$ cat src/rtl/pipeline_core_fwd_if.sv
// Memory-side bundle of pipeline_core_fwd: instruction ROM fetch, data-memory access and
// pipeline status. master = core, slave = memory/environment.
interface pipeline_core_fwd_if #(
  parameter int unsigned DATA_W = 20,
  parameter int unsigned PC_W   = 8
);
  logic [PC_W-1:0]   iaddr;
  logic [19:0]       idata;
  logic [DATA_W-1:0] data_in;
  logic [DATA_W-1:0] daddress;
  logic [DATA_W-1:0] dout;
  logic              w;
  logic              stall;
  logic              flush;

  modport master (
    output iaddr, daddress, dout, w, stall, flush,
    input  idata, data_in
  );

  modport slave (
    input  iaddr, daddress, dout, w, stall, flush,
    output idata, data_in
  );
endinterface

$ cat src/rtl/pipeline_core_fwd.sv
// 5-stage IF/ID/EX/MEM/WB core with branch resolution in EX and load-use interlock.
// Define FORWARD_EN for EX operand forwarding; otherwise ID interlocks on every RAW hazard.
module pipeline_core_fwd #(
  parameter int unsigned DATA_W = 20,
  parameter int unsigned PC_W   = 8,
  parameter int unsigned REG_N  = 16
) (
  input  logic                clk_i,
  input  logic                rst_i,
  pipeline_core_fwd_if.master bus_io
);
  localparam logic [3:0] OpLd = 4'd1, OpSt = 4'd2, OpAdd = 4'd3, OpSub = 4'd4, OpAnd = 4'd5;
  localparam logic [3:0] OpOr = 4'd6, OpMvi = 4'd7, OpBeq = 4'd8, OpJmp = 4'd9;

  typedef struct packed {
    logic [19:0]     instr;
    logic [PC_W-1:0] pc;
  } ifid_t;

  typedef struct packed {
    logic [3:0]        op;
    logic [3:0]        ra;
    logic [3:0]        rb;
    logic [3:0]        rc;
    logic              we;
    logic [DATA_W-1:0] va;
    logic [DATA_W-1:0] vb;
    logic [DATA_W-1:0] vc;
    logic [11:0]       imm;
    logic [PC_W-1:0]   pc;
  } idex_t;

  typedef struct packed {
    logic              ld;
    logic              st;
    logic              we;
    logic [3:0]        rd;
    logic [DATA_W-1:0] res;
    logic [DATA_W-1:0] addr;
    logic [DATA_W-1:0] data;
  } exmem_t;

  typedef struct packed {
    logic              we;
    logic [3:0]        rd;
    logic [DATA_W-1:0] val;
  } memwb_t;

  logic [PC_W-1:0]   pc_q, pc_d;
  ifid_t             ifid_q, ifid_d;
  idex_t             idex_q, idex_d;
  exmem_t            exmem_q, exmem_d;
  memwb_t            memwb_q, memwb_d;
  logic [DATA_W-1:0] rf_q [REG_N];

  // use_v bits: {a, b, c}; writers never target R0, so R0 sources never hit
  function automatic logic src_hit(input logic [3:0] rd, input logic we, input logic [2:0] use_v,
                                   input logic [3:0] a, input logic [3:0] b, input logic [3:0] c);
    return we && ((use_v[2] && rd == a) || (use_v[1] && rd == b) || (use_v[0] && rd == c));
  endfunction

  logic [3:0]        id_op, id_ra, id_rb, id_rc;
  logic [2:0]        id_use;
  logic              id_we, ex_hit, stall_cond, taken;
  logic [DATA_W-1:0] id_va, id_vb, id_vc, ex_a, ex_b, ex_c, alu;
  logic [PC_W-1:0]   br_off, target;

  assign id_op  = ifid_q.instr[19:16];
  assign id_ra  = ifid_q.instr[15:12];
  assign id_rb  = ifid_q.instr[11:8];
  assign id_rc  = ifid_q.instr[7:4];
  assign id_use = {(id_op == OpSt) || (id_op == OpBeq),
                   id_op inside {OpLd, OpSt, OpAdd, OpSub, OpAnd, OpOr, OpBeq},
                   id_op inside {OpAdd, OpSub, OpAnd, OpOr}};
  assign id_we  = (id_op inside {OpLd, OpAdd, OpSub, OpAnd, OpOr, OpMvi}) && (id_ra != 4'd0);

  // Write-through: the value retiring in WB this cycle is visible to ID
  assign id_va = (memwb_q.we && memwb_q.rd == id_ra) ? memwb_q.val : rf_q[id_ra];
  assign id_vb = (memwb_q.we && memwb_q.rd == id_rb) ? memwb_q.val : rf_q[id_rb];
  assign id_vc = (memwb_q.we && memwb_q.rd == id_rc) ? memwb_q.val : rf_q[id_rc];

  assign ex_hit = src_hit(idex_q.ra, idex_q.we, id_use, id_ra, id_rb, id_rc);

`ifdef FORWARD_EN
  // Load data only exists after MEM, so a LD in EX/MEM is never a forwarding source
  function automatic logic [DATA_W-1:0] fwd(input logic [3:0] src, input logic [DATA_W-1:0] base,
                                            input exmem_t em, input memwb_t mw);
    if (em.we && !em.ld && em.rd == src) return em.res;
    if (mw.we && mw.rd == src) return mw.val;
    return base;
  endfunction

  assign stall_cond = ex_hit && (idex_q.op == OpLd);
  assign ex_a = fwd(idex_q.ra, idex_q.va, exmem_q, memwb_q);
  assign ex_b = fwd(idex_q.rb, idex_q.vb, exmem_q, memwb_q);
  assign ex_c = fwd(idex_q.rc, idex_q.vc, exmem_q, memwb_q);
`else
  assign stall_cond = ex_hit || src_hit(exmem_q.rd, exmem_q.we, id_use, id_ra, id_rb, id_rc);
  assign ex_a = idex_q.va;
  assign ex_b = idex_q.vb;
  assign ex_c = idex_q.vc;
`endif

  always_comb begin
    case (idex_q.op)
      OpAdd:   alu = ex_b + ex_c;
      OpSub:   alu = ex_b - ex_c;
      OpAnd:   alu = ex_b & ex_c;
      OpOr:    alu = ex_b | ex_c;
      OpMvi:   alu = DATA_W'(idex_q.imm);
      default: alu = '0;
    endcase
  end

  assign taken  = (idex_q.op == OpJmp) || ((idex_q.op == OpBeq) && (ex_a == ex_b));
  assign br_off = PC_W'($signed(idex_q.imm[7:0]));
  assign target = (idex_q.op == OpJmp) ? PC_W'(idex_q.imm) : idex_q.pc + PC_W'(1) + br_off;

  always_comb begin
    pc_d         = pc_q + PC_W'(1);
    ifid_d.instr = bus_io.idata;
    ifid_d.pc    = pc_q;
    idex_d.op    = id_op;
    idex_d.ra    = id_ra;
    idex_d.rb    = id_rb;
    idex_d.rc    = id_rc;
    idex_d.we    = id_we;
    idex_d.va    = id_va;
    idex_d.vb    = id_vb;
    idex_d.vc    = id_vc;
    idex_d.imm   = ifid_q.instr[11:0];
    idex_d.pc    = ifid_q.pc;
    // A taken branch squashes the stalled ID instruction too
    if (taken) begin
      pc_d   = target;
      ifid_d = '0;
      idex_d = '0;
    end else if (stall_cond) begin
      pc_d   = pc_q;
      ifid_d = ifid_q;
      idex_d = '0;
    end

    exmem_d.ld   = (idex_q.op == OpLd);
    exmem_d.st   = (idex_q.op == OpSt);
    exmem_d.we   = idex_q.we;
    exmem_d.rd   = idex_q.ra;
    exmem_d.res  = alu;
    exmem_d.addr = (exmem_d.ld || exmem_d.st) ? ex_b : '0;
    exmem_d.data = exmem_d.st ? ex_a : '0;

    memwb_d.we  = exmem_q.we;
    memwb_d.rd  = exmem_q.rd;
    memwb_d.val = exmem_q.ld ? bus_io.data_in : exmem_q.res;
  end

  always_ff @(posedge clk_i or posedge rst_i) begin
    if (rst_i) begin
      pc_q    <= '0;
      ifid_q  <= '0;
      idex_q  <= '0;
      exmem_q <= '0;
      memwb_q <= '0;
      for (int unsigned i = 0; i < REG_N; i++) rf_q[i] <= '0;
    end else begin
      pc_q    <= pc_d;
      ifid_q  <= ifid_d;
      idex_q  <= idex_d;
      exmem_q <= exmem_d;
      memwb_q <= memwb_d;
      if (memwb_q.we) rf_q[memwb_q.rd] <= memwb_q.val;
    end
  end

  assign bus_io.iaddr    = pc_q;
  assign bus_io.daddress = exmem_q.addr;
  assign bus_io.dout     = exmem_q.data;
  assign bus_io.w        = exmem_q.st;
  assign bus_io.stall    = stall_cond && !taken;
  assign bus_io.flush    = taken;
endmodule

$ cat src/flat_wrapper.sv
// flat-port wrapper written by rule: the top's interface ports become plain ports
module pipeline_core_fwd_flat 
#(
  parameter int unsigned DATA_W = 20,
  parameter int unsigned PC_W   = 8,
  parameter int unsigned REG_N  = 16
)
  (clk_i, rst_i, bus_io_iaddr, bus_io_daddress, bus_io_dout, bus_io_w, bus_io_stall, bus_io_flush, bus_io_idata, bus_io_data_in);
  pipeline_core_fwd_if #(.DATA_W(DATA_W), .PC_W(PC_W)) bus_io_i ();
  input  logic clk_i;
  input  logic rst_i;
  output wire logic [$bits(bus_io_i.iaddr)-1:0] bus_io_iaddr;
  output wire logic [$bits(bus_io_i.daddress)-1:0] bus_io_daddress;
  output wire logic [$bits(bus_io_i.dout)-1:0] bus_io_dout;
  output wire logic [$bits(bus_io_i.w)-1:0] bus_io_w;
  output wire logic [$bits(bus_io_i.stall)-1:0] bus_io_stall;
  output wire logic [$bits(bus_io_i.flush)-1:0] bus_io_flush;
  input wire logic [$bits(bus_io_i.idata)-1:0] bus_io_idata;
  input wire logic [$bits(bus_io_i.data_in)-1:0] bus_io_data_in;
  assign bus_io_iaddr = bus_io_i.iaddr;
  assign bus_io_daddress = bus_io_i.daddress;
  assign bus_io_dout = bus_io_i.dout;
  assign bus_io_w = bus_io_i.w;
  assign bus_io_stall = bus_io_i.stall;
  assign bus_io_flush = bus_io_i.flush;
  assign bus_io_i.idata = bus_io_idata;
  assign bus_io_i.data_in = bus_io_data_in;
  pipeline_core_fwd #(.DATA_W(DATA_W), .PC_W(PC_W), .REG_N(REG_N)) u_core (.clk_i(clk_i), .rst_i(rst_i), .bus_io(bus_io_i));
endmodule
$ cat config.mk
export PLATFORM = sky130hd
export DESIGN_NAME = pipeline_core_fwd_flat
export DESIGN_NICKNAME = d
export VERILOG_FILES = /design/src/rtl/pipeline_core_fwd_if.sv /design/src/rtl/pipeline_core_fwd.sv /design/src/flat_wrapper.sv
export SDC_FILE = /design/constraint.sdc
export NUM_CORES = 1
export LEC_CHECK = 0
export CORE_ASPECT_RATIO = 0.8
export CORE_MARGIN = 1.5
export CORE_UTILIZATION = 25
export CTS_CLUSTER_DIAMETER = 150
export DETAILED_ROUTE_END_ITERATION = 8
export DONT_BUFFER_PORTS = 1
export HOLD_SLACK_MARGIN = 0.05
export PLACE_DENSITY = 0.44
export SLEW_MARGIN = 10
export SYNTH_ARGS = -nofsm -noshare
export SYNTH_HDL_FRONTEND = slang
export SYNTH_SLANG_ARGS = --single-unit
export TNS_END_PERCENT = 50
$ cat constraint.sdc
create_clock -name clk_i -period 20.8 [get_ports clk_i]
set_input_delay 3.12 -clock clk_i [delete_from_list [all_inputs] [get_ports clk_i]]
set_output_delay 3.12 -clock clk_i [all_outputs]
set_load 0.02 [all_outputs]
==> results.yml <==
routing:
  antenna_left: 0
  drc: 0
  viasPerCell: 5.072
  initialDrtViolationCount: 1567
  routed_wl_um: 100700
  vias: 19020
  first_pass_iters: 6
  wl_per_cell_um: 26.87
critical_path:
  slowest_delay_ns: 0.78
  start_kind: "register"
  crit_required_ns: 17.68
  critPathCaptureType: "output port"
  critical_path.top_delay_family: "flip-flops"
  critical_path.cell_chain: "buf_4 -> xnor2_1 -> nand3_1 -> o41ai_1 -> a22oi_1 -> o21ai_4 -> and2_1"
  crit_type: "reg2out"
  worstPathMaxFanout: 37
  cp_slowest_cell: "dfrtp_4"
  critical_path_arrival_ns: 3.67
  cp_num_buf_inv: 1
synth:
  synthArstFlopShare_pct: 100.0
  synth.most_common_cell: "dfrtp_1"
  synth_warnings: 0
  yosysTopAreaCell: "dfrtp_1"
  synthesis.nets: 2285
  ys.flop_type: "dfrtp_1"
  netlist.area_leader.share_pct: 44.37
  yosysSeqAreaShare_pct: 44.37
  ys_seq_elements: 537
  netlist_top_cells_area: "dfrtp_1, mux4_2, mux2_2"
  synth_cell_types: 65
  syn_area_um2: 30290
  synth_edf_count: 0
  postSynthAreaPerCell_um2: 13.70
  synthTopCellsByCount: "dfrtp_1, mux2_2, mux4_2"
  syn_inst: 2211
place:
  dp_hpwl_um: 64970
  place_congestion: 0.8285
  portBuffers: 0
  placed_area_um2: 31660
global_route:
  gr-usage-all-layers_pct: 16.38
  grt_max_degree: 179
  gr-total-overflow: 0
  grt_pass1_vias: 19730
  antenna_found_initial: 10
  grt_pass1_wl_um: 147000
die:
  die_height_um: 314.3
  die_area_um2: 123300
  initial_utilization_pct: 25.13
  die_w_um: 392.2
  core_area_um2: 120500
  row_count: 114
  io_pins: 93
timing:
  report.final.slew_viol_count: 0
  final-setup-viol-count: 0
  whs_ns: 0.4262
  slew_headroom_pct: 29.98
  rsz0062_at_grt: "false"
  tightest_slew_ns: 1.050
  fin_crit_sh_pct: 32.64
  skew_ns: 0.02725
  max_clock_freq_mhz: 147.3
  fin_tns_setup_ns: 0
  period_minus_slack_ns: 6.789
  hold_viol_final: 0
clock_network:
  cts-buffers-inserted: 60
  cts.htree.levels: 2
  post_cts_buffers: 0
  cts_resized: 0
  cts.sinks: 537
  clk_latency_ns: 0.66
  path_clk_slew_ns: 0.06
  clockBufferDepth: 3
  cts-root-buf: "clkbuf_16"
  cts_tree: "done"
  cts_hold_buffers: 0
run_status:
  status: "completed"
flow_run:
  drv_cap: 0
finish:
  layout.nets: 2148
  fin_area_um2: 33670
  area_growth_pct: 11.17
  drive_gt1_share_pct: 38.55
power:
  powerDensity_nw_per_um2: 167.4
  p_leak_nw: 14.54
  ir_worst_vdd_mv: 0.06935
worst_hold_path:
  hold_path_class: "reg2reg"
-- cells in the final DEF (no fill, tap or decap), drive strengths merged, types with 48 or more instances in the layout --
cell	Yosys	routed
and2	52	52
nor2	151	151
nand2	59	59
xnor2	66	66
o21ai	48	48
mux2i	92	92
mux2	341	341
dfrtp	537	537
clkbuf	123	88
mux4	300	300
-- state kept, by name, summed over array words and instances (netlist names) --
signal and cells:
u_core.ifid_q 12, u_core.ex_a 20, u_core.bus_io.daddress 20, u_core.ex_c 20
u_core.id_rb 4, u_core.bus_io.dout 20, u_core.exmem_q 26, u_core.rf_q 320
u_core.exmem_d 5, u_core.bus_io.w 1, u_core.memwb_q 25, u_core.bus_io.iaddr 8
u_core.br_off 8, u_core.idex_q 16, u_core.id_ra 4, u_core.ex_b 20
u_core.id_op 4, u_core.id_rc 4
-- layer usage --
metal	track usage (%)	wire (µm)
met4	4.766	2818
met3	3.227	6670
met5	0	22
met2	24.89	45090
met1	23.54	46120
-- logic make-up after synthesis --
logic type	Yosys count	share of synthesized area, %
compound gates	168	3.396
xor+xnor	93	2.714
fa+ha+maj	32	1.372
buf+inv	262	3.891
flops	537	44.37
mux	733	38.03
simple gates	386	6.234
-- metrics by stage --
step	worst slack [ns]	power (mW)	instances	util (%)
after global placement	14.38	4.507	3636	26.26
after detailed placement	14.24	4.546	3636	26.26
after floorplan	2.671	3.712	2211	-
final	14.01	5.637	3749	27.94
after CTS	13.90	5.674	3746	27.93
after global routing	13.68	5.971	3747	27.93
-- layout make-up --
class	count	area, µm²
well taps	1624	2032
flip-flops and latches	537	13460
fillers	12120	86860
inverters	20	82.58
multi-input cells	1412	15740
clock inverters	22	247.7
repair buffers	43	335.3
clock buffers	88	1758
diodes	3	7.507
-- report_power, final --
group	internal (mW)	switching (mW)
Combinational	1.26	1.36
Sequential	1.37	0.555
Clock	0.643	0.454
Total	3.27	2.36
-- worst paths after layout --
check / startpoint / to / slack (ns) / depth (start not counted)
worst max-delay path: u_core.id_rc[0] / bus_io_stall / 14.01 / 7
worst min-delay path: u_core.exmem_d[64] / u_core.exmem_q[64] / 0.43 / 0
worst max register to register: u_core.idex_q[96] / u_core.exmem_q[58] / 16.18 / 13
worst min register to register: u_core.exmem_d[64] / u_core.exmem_q[64] / 0.43 / 0
max in group asynchronous: rst_i / u_core.id_ra[3] / 15.18 / 4
min in group asynchronous: rst_i / u_core.bus_io.daddress[4] / 2.37 / 1
-- worst reg2reg max path, cell delays in order (launching register included) --
cell      delay (ns)
dfrtp_1         0.47
nand2b_1        0.68
nor3_4          0.76
nor2_1          0.11
xnor2_1         0.16
ha_1            0.35
a21o_1          0.17
a211oi_1        0.12
o21a_1          0.25
o31ai_1         0.47
nand3_1         0.16
a211oi_1        0.33
xnor2_1         0.22
o22ai_1         0.18
(Power assumes the default switching activity.)
